$ cat src/rtl/pc_pkg.sv
// Shared definitions for the program-counter stage: default widths, reset vector and the
// next-PC select encoding.
package pc_pkg;

   localparam int unsigned XLEN_DEFAULT         = 32;
   localparam logic [31:0] RESET_VECTOR_DEFAULT = 32'h0000_0000;
   localparam int unsigned PC_INC_DEFAULT       = 4;

   typedef logic [XLEN_DEFAULT-1:0] addr_t;

   typedef enum logic [1:0] {
      PC_SEL_TRAP,
      PC_SEL_HOLD,
      PC_SEL_BRANCH,
      PC_SEL_SEQ
   } pc_sel_e;

endpackage

$ cat src/rtl/pc_unit_if.sv
// Request/response bundle between the PC stage and its neighbours (fetch, execute, hazard).
// PC_MISALIGN_CHECK_EN adds the misalign_o flag.
interface pc_unit_if #(
   parameter int unsigned XLEN = pc_pkg::XLEN_DEFAULT
);
   logic            stall;
   logic            br_taken;
   logic [XLEN-1:0] br_target;
   logic            trap_valid;
   logic [XLEN-1:0] trap_vector;
   logic [XLEN-1:0] pc_current;
   logic [XLEN-1:0] pc_plus4;
   logic [XLEN-1:0] pc_next_o;

`ifdef PC_MISALIGN_CHECK_EN
   logic            misalign_o;

   modport master (
      output stall, br_taken, br_target, trap_valid, trap_vector,
      input  pc_current, pc_plus4, pc_next_o, misalign_o
   );
   modport slave (
      input  stall, br_taken, br_target, trap_valid, trap_vector,
      output pc_current, pc_plus4, pc_next_o, misalign_o
   );
`else
   modport master (
      output stall, br_taken, br_target, trap_valid, trap_vector,
      input  pc_current, pc_plus4, pc_next_o
   );
   modport slave (
      input  stall, br_taken, br_target, trap_valid, trap_vector,
      output pc_current, pc_plus4, pc_next_o
   );
`endif

endinterface

$ cat src/rtl/pc_adder.sv
// Sequential-successor adder: operand + PC_INC, carry-out discarded so the address wraps.
module pc_adder #(
   parameter int unsigned XLEN   = pc_pkg::XLEN_DEFAULT,
   parameter int unsigned PC_INC = pc_pkg::PC_INC_DEFAULT
) (
   input  logic [XLEN-1:0] operand,
   output logic [XLEN-1:0] sum
);

   assign sum = operand + XLEN'(PC_INC);

endmodule

$ cat src/rtl/pc_unit.sv
// PC register with priority next-PC select (trap > stall > branch > sequential).
// PC_MISALIGN_CHECK_EN adds a combinational misaligned-redirect flag.
module pc_unit
   import pc_pkg::*;
#(
   parameter int unsigned    XLEN         = XLEN_DEFAULT,
   parameter logic [XLEN-1:0] RESET_VECTOR = XLEN'(RESET_VECTOR_DEFAULT),
   parameter int unsigned    PC_INC       = PC_INC_DEFAULT
) (
   input logic       clk,
   input logic       rst,
   pc_unit_if.slave  bus
);

   logic [XLEN-1:0] pc_q;
   logic [XLEN-1:0] pc_d;
   logic [XLEN-1:0] pc_inc;
   pc_sel_e         sel;

   pc_adder #(
      .XLEN   (XLEN),
      .PC_INC (PC_INC)
   ) u_pc_adder (
      .operand (pc_q),
      .sum     (pc_inc)
   );

   always_comb begin
      sel = PC_SEL_SEQ;
      if (bus.trap_valid) begin
         sel = PC_SEL_TRAP;
      end else if (bus.stall) begin
         // A branch arriving during a stall is dropped; hazard control re-presents it.
         sel = PC_SEL_HOLD;
      end else if (bus.br_taken) begin
         sel = PC_SEL_BRANCH;
      end
   end

   always_comb begin
      pc_d = pc_inc;
      unique case (sel)
         PC_SEL_TRAP:   pc_d = bus.trap_vector;
         PC_SEL_HOLD:   pc_d = pc_q;
         PC_SEL_BRANCH: pc_d = bus.br_target;
         PC_SEL_SEQ:    pc_d = pc_inc;
         default:       pc_d = pc_inc;
      endcase
   end

   always_ff @(posedge clk or posedge rst) begin
      if (rst) begin
         pc_q <= RESET_VECTOR;
      end else begin
         pc_q <= pc_d;
      end
   end

   assign bus.pc_current = pc_q;
   assign bus.pc_plus4   = pc_inc;
   assign bus.pc_next_o  = pc_d;

`ifdef PC_MISALIGN_CHECK_EN
   // Only redirect targets can introduce misalignment; the PC still loads them unchanged.
   assign bus.misalign_o = !rst && ((sel == PC_SEL_TRAP) || (sel == PC_SEL_BRANCH)) &&
                           (pc_d[1:0] != 2'b00);
`endif

endmodule

$ cat src/flat_wrapper.sv
// flat-port wrapper written by rule: the top's interface ports become plain ports
module pc_unit_flat import pc_pkg::*;
#(
   parameter int unsigned    XLEN         = XLEN_DEFAULT,
   parameter logic [XLEN-1:0] RESET_VECTOR = XLEN'(RESET_VECTOR_DEFAULT),
   parameter int unsigned    PC_INC       = PC_INC_DEFAULT
)
  (clk, rst, bus_stall, bus_br_taken, bus_br_target, bus_trap_valid, bus_trap_vector, bus_pc_current, bus_pc_plus4, bus_pc_next_o);
  pc_unit_if #(.XLEN(XLEN)) bus_i ();
  input logic clk;
  input logic rst;
  input wire logic [$bits(bus_i.stall)-1:0] bus_stall;
  input wire logic [$bits(bus_i.br_taken)-1:0] bus_br_taken;
  input wire logic [$bits(bus_i.br_target)-1:0] bus_br_target;
  input wire logic [$bits(bus_i.trap_valid)-1:0] bus_trap_valid;
  input wire logic [$bits(bus_i.trap_vector)-1:0] bus_trap_vector;
  output wire logic [$bits(bus_i.pc_current)-1:0] bus_pc_current;
  output wire logic [$bits(bus_i.pc_plus4)-1:0] bus_pc_plus4;
  output wire logic [$bits(bus_i.pc_next_o)-1:0] bus_pc_next_o;
  assign bus_i.stall = bus_stall;
  assign bus_i.br_taken = bus_br_taken;
  assign bus_i.br_target = bus_br_target;
  assign bus_i.trap_valid = bus_trap_valid;
  assign bus_i.trap_vector = bus_trap_vector;
  assign bus_pc_current = bus_i.pc_current;
  assign bus_pc_plus4 = bus_i.pc_plus4;
  assign bus_pc_next_o = bus_i.pc_next_o;
  pc_unit #(.XLEN(XLEN), .RESET_VECTOR(RESET_VECTOR), .PC_INC(PC_INC)) u_core (.clk(clk), .rst(rst), .bus(bus_i));
endmodule
$ cat config.mk
export PLATFORM = sky130hd
export DESIGN_NAME = pc_unit_flat
export DESIGN_NICKNAME = d
export VERILOG_FILES = /design/src/rtl/pc_pkg.sv /design/src/rtl/pc_unit_if.sv /design/src/rtl/pc_adder.sv /design/src/rtl/pc_unit.sv /design/src/flat_wrapper.sv
export SDC_FILE = /design/constraint.sdc
export NUM_CORES = 1
export LEC_CHECK = 0
export CORE_ASPECT_RATIO = 2
export CORE_MARGIN = 4
export CORE_UTILIZATION = 40
export CTS_CLUSTER_DIAMETER = 80
export DETAILED_ROUTE_END_ITERATION = 10
export PLACE_DENSITY = 0.95
export SYNTH_ARGS = -nofsm -noshare
export SYNTH_HDL_FRONTEND = slang
export SYNTH_HIERARCHICAL = 1
export SYNTH_SLANG_ARGS = --single-unit
$ cat constraint.sdc
create_clock -name clk -period 5.9 [get_ports clk]
set_input_delay 1.18 -clock clk [delete_from_list [all_inputs] [get_ports clk]]
set_output_delay 1.18 -clock clk [all_outputs]
set_load 0.02 [all_outputs]
==> results of run 1 <==
==> cell type report <==
| class | instances | area [sq um] |
|---|---|---|
| timing repair buffer | 168 | 1660 |
| sequential | 32 | 801 |
| multi-input combinational | 208 | 1590 |
| fill | 489 | 1960 |
| clock buffer | 5 | 125 |
| inverter | 3 | 11.3 |
| tap | 86 | 108 |
==> synthesized netlist by cell type <==
| library cell | instances | share of area |
|---|---|---|
| xnor2_1 | 21 | 0.072 |
| mux2i_1 | 32 | 0.13 |
| buf_12 | 3 | 0.024 |
| nor4_4 | 2 | 0.017 |
| or2_2 | 2 | 0.0049 |
| inv_1 | 3 | 0.0044 |
| ha_1 | 1 | 0.0049 |
| nor2b_1 | 32 | 0.078 |
| nand3_2 | 1 | 0.0039 |
| and4_1 | 1 | 0.0034 |
| and3_1 | 2 | 0.0049 |
| nand3_1 | 10 | 0.020 |
| nand4_1 | 9 | 0.022 |
| buf_2 | 6 | 0.012 |
| a211oi_2 | 5 | 0.025 |
| nor2_1 | 7 | 0.010 |
| dfrtp_1 | 32 | 0.31 |
| clkbuf_1 | 6 | 0.0088 |
| nor3b_1 | 32 | 0.094 |
| xor2_1 | 7 | 0.024 |
| a211oi_1 | 27 | 0.079 |
| and4_2 | 1 | 0.0039 |
| buf_6 | 2 | 0.0088 |
| nor3_1 | 3 | 0.0059 |
| nand2_1 | 10 | 0.015 |
| buf_4 | 2 | 0.0059 |
| nor2_2 | 1 | 0.0025 |
| and2_1 | 1 | 0.0025 |
| nand4_2 | 1 | 0.0049 |
==> through the flow <==
| stage | utilization | hold slack [ns] | total power, mW | area [sq um] |
|---|---|---|---|---|
| floorplan | - | 0.856 | 0.501 | 2550 |
| global placement | 0.667 | 0.666 | 0.716 | 4170 |
| detailed placement | 0.667 | 0.667 | 0.724 | 4170 |
| CTS | 0.687 | 0.683 | 0.968 | 4300 |
| global route | 0.687 | 0.730 | 1.00 | 4300 |
| finish | 0.687 | 0.685 | 0.957 | 4300 |
==> routing by layer <==
metal  wire (um)  up-vias  track usage
met5           0        -            0
met4         232        0       0.0954
met3         537       16       0.0482
met2        5200      116        0.457
met1        3220     1275        0.236
li1            -     1260            -
==> placed cells by master (no fill, tap or decap), types with 9 or more instances in the layout <==
cell type	instances
nor2b_1	32
nand3_1	10
nand2_1	10
clkdlybuf4s50_1	162
xnor2_1	21
nand4_1	9
a211oi_1	27
mux2i_1	32
dfrtp_1	32
nor3b_1	32
==> final timing paths <==
kind / start / end / slack, ns / depth (start not counted)
min in group asynchronous: rst / u_core/bus.pc_current[19]$_DFF_PP0_ / 1.32 / 3
setup / recovery: bus_stall / bus_pc_next_o[30] / 1.27 / 6
setup reg to reg: u_core/bus.pc_current[2]$_DFF_PP0_ / u_core/bus.pc_current[24]$_DFF_PP0_ / 3.46 / 7
hold reg to reg: u_core/bus.pc_current[1]$_DFF_PP0_ / u_core/bus.pc_current[1]$_DFF_PP0_ / 0.68 / 2
max in group asynchronous: rst / u_core/bus.pc_current[30]$_DFF_PP0_ / 4.26 / 3
hold / removal: u_core/bus.pc_current[1]$_DFF_PP0_ / u_core/bus.pc_current[1]$_DFF_PP0_ / 0.68 / 2
==> power by group through the flow <==
stage                     sequential [mW]  clock [mW]  combinational, mW
final                               0.282       0.238              0.437
after global routing                0.287       0.252              0.461
after CTS                           0.282       0.245              0.441
after detailed placement            0.285           0              0.439
after global placement              0.284           0              0.432
after floorplan                     0.307           0              0.194
==> worst max-delay path, stage by stage <==
cell and delay [ns]:
clkdlybuf4s50_1 0.47, buf_4 0.30, nor2_2 0.15, buf_4 0.28
a211oi_1 0.32, clkdlybuf4s50_1 0.70
==> kinds of logic after synthesis <==
| kind of cell | share of synthesized area |
|---|---|
| adder cells (fa/ha/maj) | 0.00490 |
| XOR/XNOR | 0.0961 |
| buffers and inverters | 0.0632 |
| AO/OA/AOI/OAI | 0.104 |
| multiplexers | 0.125 |
| AND/OR/NAND/NOR | 0.293 |
| flip-flops | 0.314 |
==> summary.txt, run 1 <==
First-pass GRT wire length - 14,400 um
Number of synthesis warnings - 6
Clk Latency, worst-skew pair - 0.27 ns
Area Growth Syn to Fin - 68.3%
Post-synth net total - 332
Unrepaired setup endpoints after global routing - false
Pre-CTS WS - 1.29 ns
Worst slew pin tran - 1.00 ns
Worst Setup Start Kind - primary input
Yosys cell types - 29
Layout Nets - 488
Initial antenna violation count - 0
Vias - 2,667
Die area - 7800 sq um
Vias per cell - 5.31
Final setup margin - 1.27 ns
Setup CP Type - primary input to output port
Root Driver - clkbuf_16
Post-CTS Setup Inserts - 0
Detail Route Antenna Nets - 0
Share of cells above drive strength 1 - 0.0577
Worst setup EP type - output port
Skew final - 0.00330 ns
Hold crit path type - register to register
Hold Violations, Final - 0
Detailed Route WL - 9190 um
Slew margin rel. - 0.331
Core Rows - 41
RD Place Congestion - 0.770
Port Buf Inserts - 164
Die width - 64.5 um
Fin Setup TNS - 0 ns
Count of cells resized by post-cts repair - 0
Netlist Area Pre-Place - 2550 sq um
Inserted Diodes - 0
Flop pwr share - 0.295
Max-cap violations - 0
Min cycle time layout - 4.63 ns
CP Max Fanout - 33
Max-slew violation count - 0
Sequential area share after synthesis - 0.314
Core ar. - 6260 sq um
Final setup vio count - 0
Status - finished, final reports clean
CTS tree - built
Hold-fix buffers at CTS - 0
Mapped Avg Cell Area - 9.74 sq um
Final std cells w/o fill - 502
Switching pwr - 0.344 mW
Drt drc - 0
Number of synthesized register bits - 32
Leak - 1.62 nW
GRT Total Usage - 0.236
Worst EP required - 4.72 ns
Htree depth - 2
DRT iter0 DRCs - 141
First-pass DRT Iterations - 4
Internal Pwr Total - 0.613 mW
Max VDD drop - 0.000170 V
Congestion Overflow GR - 0
Pin count of the biggest net entering global routing - 39
Comb power frac - 0.457
Sw Ratio - 0.360
Vias in the first global route - 2,903
WP data arrival - 3.45 ns
Final period util - 0.784
PwrDens - 223 nW/um^2
Die Y - 121 um
CTS Buf Count - 5
Ports - 165
Fmax - 216 MHz
Clock Tree Buf Depth - 2
Post-Syn Instances - 262
Initial Util - 0.408
Largest register FFs - 32
Clk pwr share - 0.248
DP HPWL - 7020 um
Routed WL per cell - 18.3 um
Sink Count - 32
Clock-pin slew on the worst setup and hold paths - 0.05 ns
Placed Cells - 497
No activity file was read; power rests on OpenSTA's default activity.
==> run 2: changes to the inputs <==
Settings changed: CORE_UTILIZATION 40 to 37, PLACE_DENSITY 0.95 to 0.92.
Clock period 5.9 ns to 4.72 ns, I/O delays scaled along.
==> summary.txt, run 2 (synthesis gave the netlist of run 1 again) <==
Status - finished, final reports clean
Count of cells resized by post-cts repair - 0
Congestion Overflow GR - 0
Pre-CTS WS - 0.475 ns
Htree depth - 2
Final setup margin - 0.414 ns
Port Buf Inserts - 164
Area Growth Syn to Fin - 70.0%
CP Max Fanout - 8
DRT iter0 DRCs - 165
Clock Tree Buf Depth - 2
Detail Route Antenna Nets - 0
Sw Ratio - 0.356
Root Driver - clkbuf_16
Fill count - 557
Unrepaired setup endpoints after global routing - false
Worst EP required - 3.78 ns
Worst slew pin tran - 1.04 ns
Skew final - 0.00317 ns
Most common cell after layout, fill and taps aside - clkdlybuf4s50_1
Hold crit path type - register to register
Max-cap violations - 0
First-pass GRT wire length - 14,500 um
Max-slew violation count - 0
Max VDD drop - 0.000233 V
CTS tree - built
Die width - 66.7 um
Initial antenna violation count - 0
Drt drc - 0
GRT Total Usage - 0.224
Flop pwr share - 0.288
Hold Violations, Final - 0
Layout Nets - 489
Sink Count - 32
Worst setup EP type - output port
Area of the multi-input gates - 1590 sq um
Power Total - 1.23 mW
Initial Util - 0.382
Min cycle time layout - 4.31 ns
CTS Buf Count - 5
Final setup vio count - 0
PwrDens - 283 nW/um^2
Die area - 8370 sq um
Share of the core filled with cells - 0.650
Met1 Usage GRT - 0.232
Switching pwr - 0.437 mW
Clk pwr share - 0.265
Vias in the first global route - 2,830
Clock-pin slew on the worst setup and hold paths - 0.05 ns
Detailed Route WL - 9290 um
Clk Latency, worst-skew pair - 0.28 ns
Worst Setup Start Kind - register
GR Util met3 - 0.0530
Inserted Diodes - 0
Core Rows - 42
Met2 GRT Util - 0.419
Post-CTS Setup Inserts - 0
Hold-fix buffers at CTS - 0
WP data arrival - 3.36 ns
DP HPWL - 7030 um
FF+latch area - 801 sq um
WHS - 0.704 ns
Fmax - 232 MHz
Pin count of the biggest net entering global routing - 65
Internal Pwr Total - 0.791 mW
Share of cells above drive strength 1 - 0.0619
Most Crowded Layer GR - met2
First-pass DRT Iterations - 4
Comb power frac - 0.447
Slew margin rel. - 0.309
Vias - 2,684
Setup CP Type - register to output port
Routed WL per cell - 18.3 um
Fin Setup TNS - 0 ns
Largest register FFs - 32
Core ar. - 6670 sq um
Ports - 165
Leak - 1.64 nW
Die Y - 125 um
Most frequent cells in the layout - clkdlybuf4s50_1 (162), mux2i_1 (32), nor2b_1 (32), nor3b_1 (32), dfrtp_1 (32)
Flop-to-flop setup slack - 2.19 ns
Vias per cell - 5.28
Final period util - 0.912
RD Place Congestion - 0.782
run 2: changes by cell type in the layout (fill, tap and decap cells not counted), sizes merged:
cell | previous run | this run
clkbuf | 5 | 8
buf | 6 | 7
run 2: critical path, stage by stage (launching register included):
cell	delay (ns)
dfrtp_1	0.45
ha_1	0.23
nand3_1	0.29
nor4_4	0.53
nand4_1	0.21
xnor2_1	0.26
mux2i_1	0.13
a211oi_1	0.33
clkdlybuf4s50_1	0.67
run 2: per-layer routing:
layer	routed length, um	up-vias
li1	-	1270
met1	3270	1288
met2	5210	110
met3	639	16
met4	174	0
met5	0	-
run 2: stage by stage:
| stage | area, sq um | instances |
|---|---|---|
| after CTS | 4340 | 508 |
| after detailed placement | 4190 | 500 |
| final | 4340 | 508 |
| after global routing | 4340 | 508 |
| after floorplan | 2550 | 262 |
| after global placement | 4190 | 500 |
run 2: power by group through the flow:
| stage | Sequential (mW) | Clock [mW] | Combinational [mW] |
|---|---|---|---|
| 6_report | 0.353 | 0.326 | 0.549 |
| 5_1_grt | 0.359 | 0.346 | 0.581 |
| 4_1_cts | 0.353 | 0.334 | 0.554 |
| 3_5_place_dp | 0.357 | 0 | 0.551 |
| 3_3_place_gp | 0.354 | 0 | 0.544 |
| 2_1_floorplan | 0.384 | 0 | 0.242 |
run 2: layout make-up:
cell class                 count  share of cell area
tap                           88              0.0254
timing repair buffer         169               0.387
sequential                    32               0.184
inverter                       3             0.00259
clock buffer                   8              0.0337
multi-input combinational    208               0.366
run 2: final timing paths:
| path | start | to | cells after the start |
|---|---|---|---|
| hold / removal | u_core/bus.pc_current[0]$_DFF_PP0_ | u_core/bus.pc_current[0]$_DFF_PP0_ | 2 |
| max in group asynchronous | rst | u_core/bus.pc_current[29]$_DFF_PP0_ | 3 |
| setup / recovery | u_core/bus.pc_current[2]$_DFF_PP0_ | bus_pc_next_o[24] | 8 |
| min in group asynchronous | rst | u_core/bus.pc_current[17]$_DFF_PP0_ | 3 |
| hold reg to reg | u_core/bus.pc_current[0]$_DFF_PP0_ | u_core/bus.pc_current[0]$_DFF_PP0_ | 2 |
| setup reg to reg | u_core/bus.pc_current[2]$_DFF_PP0_ | u_core/bus.pc_current[24]$_DFF_PP0_ | 7 |
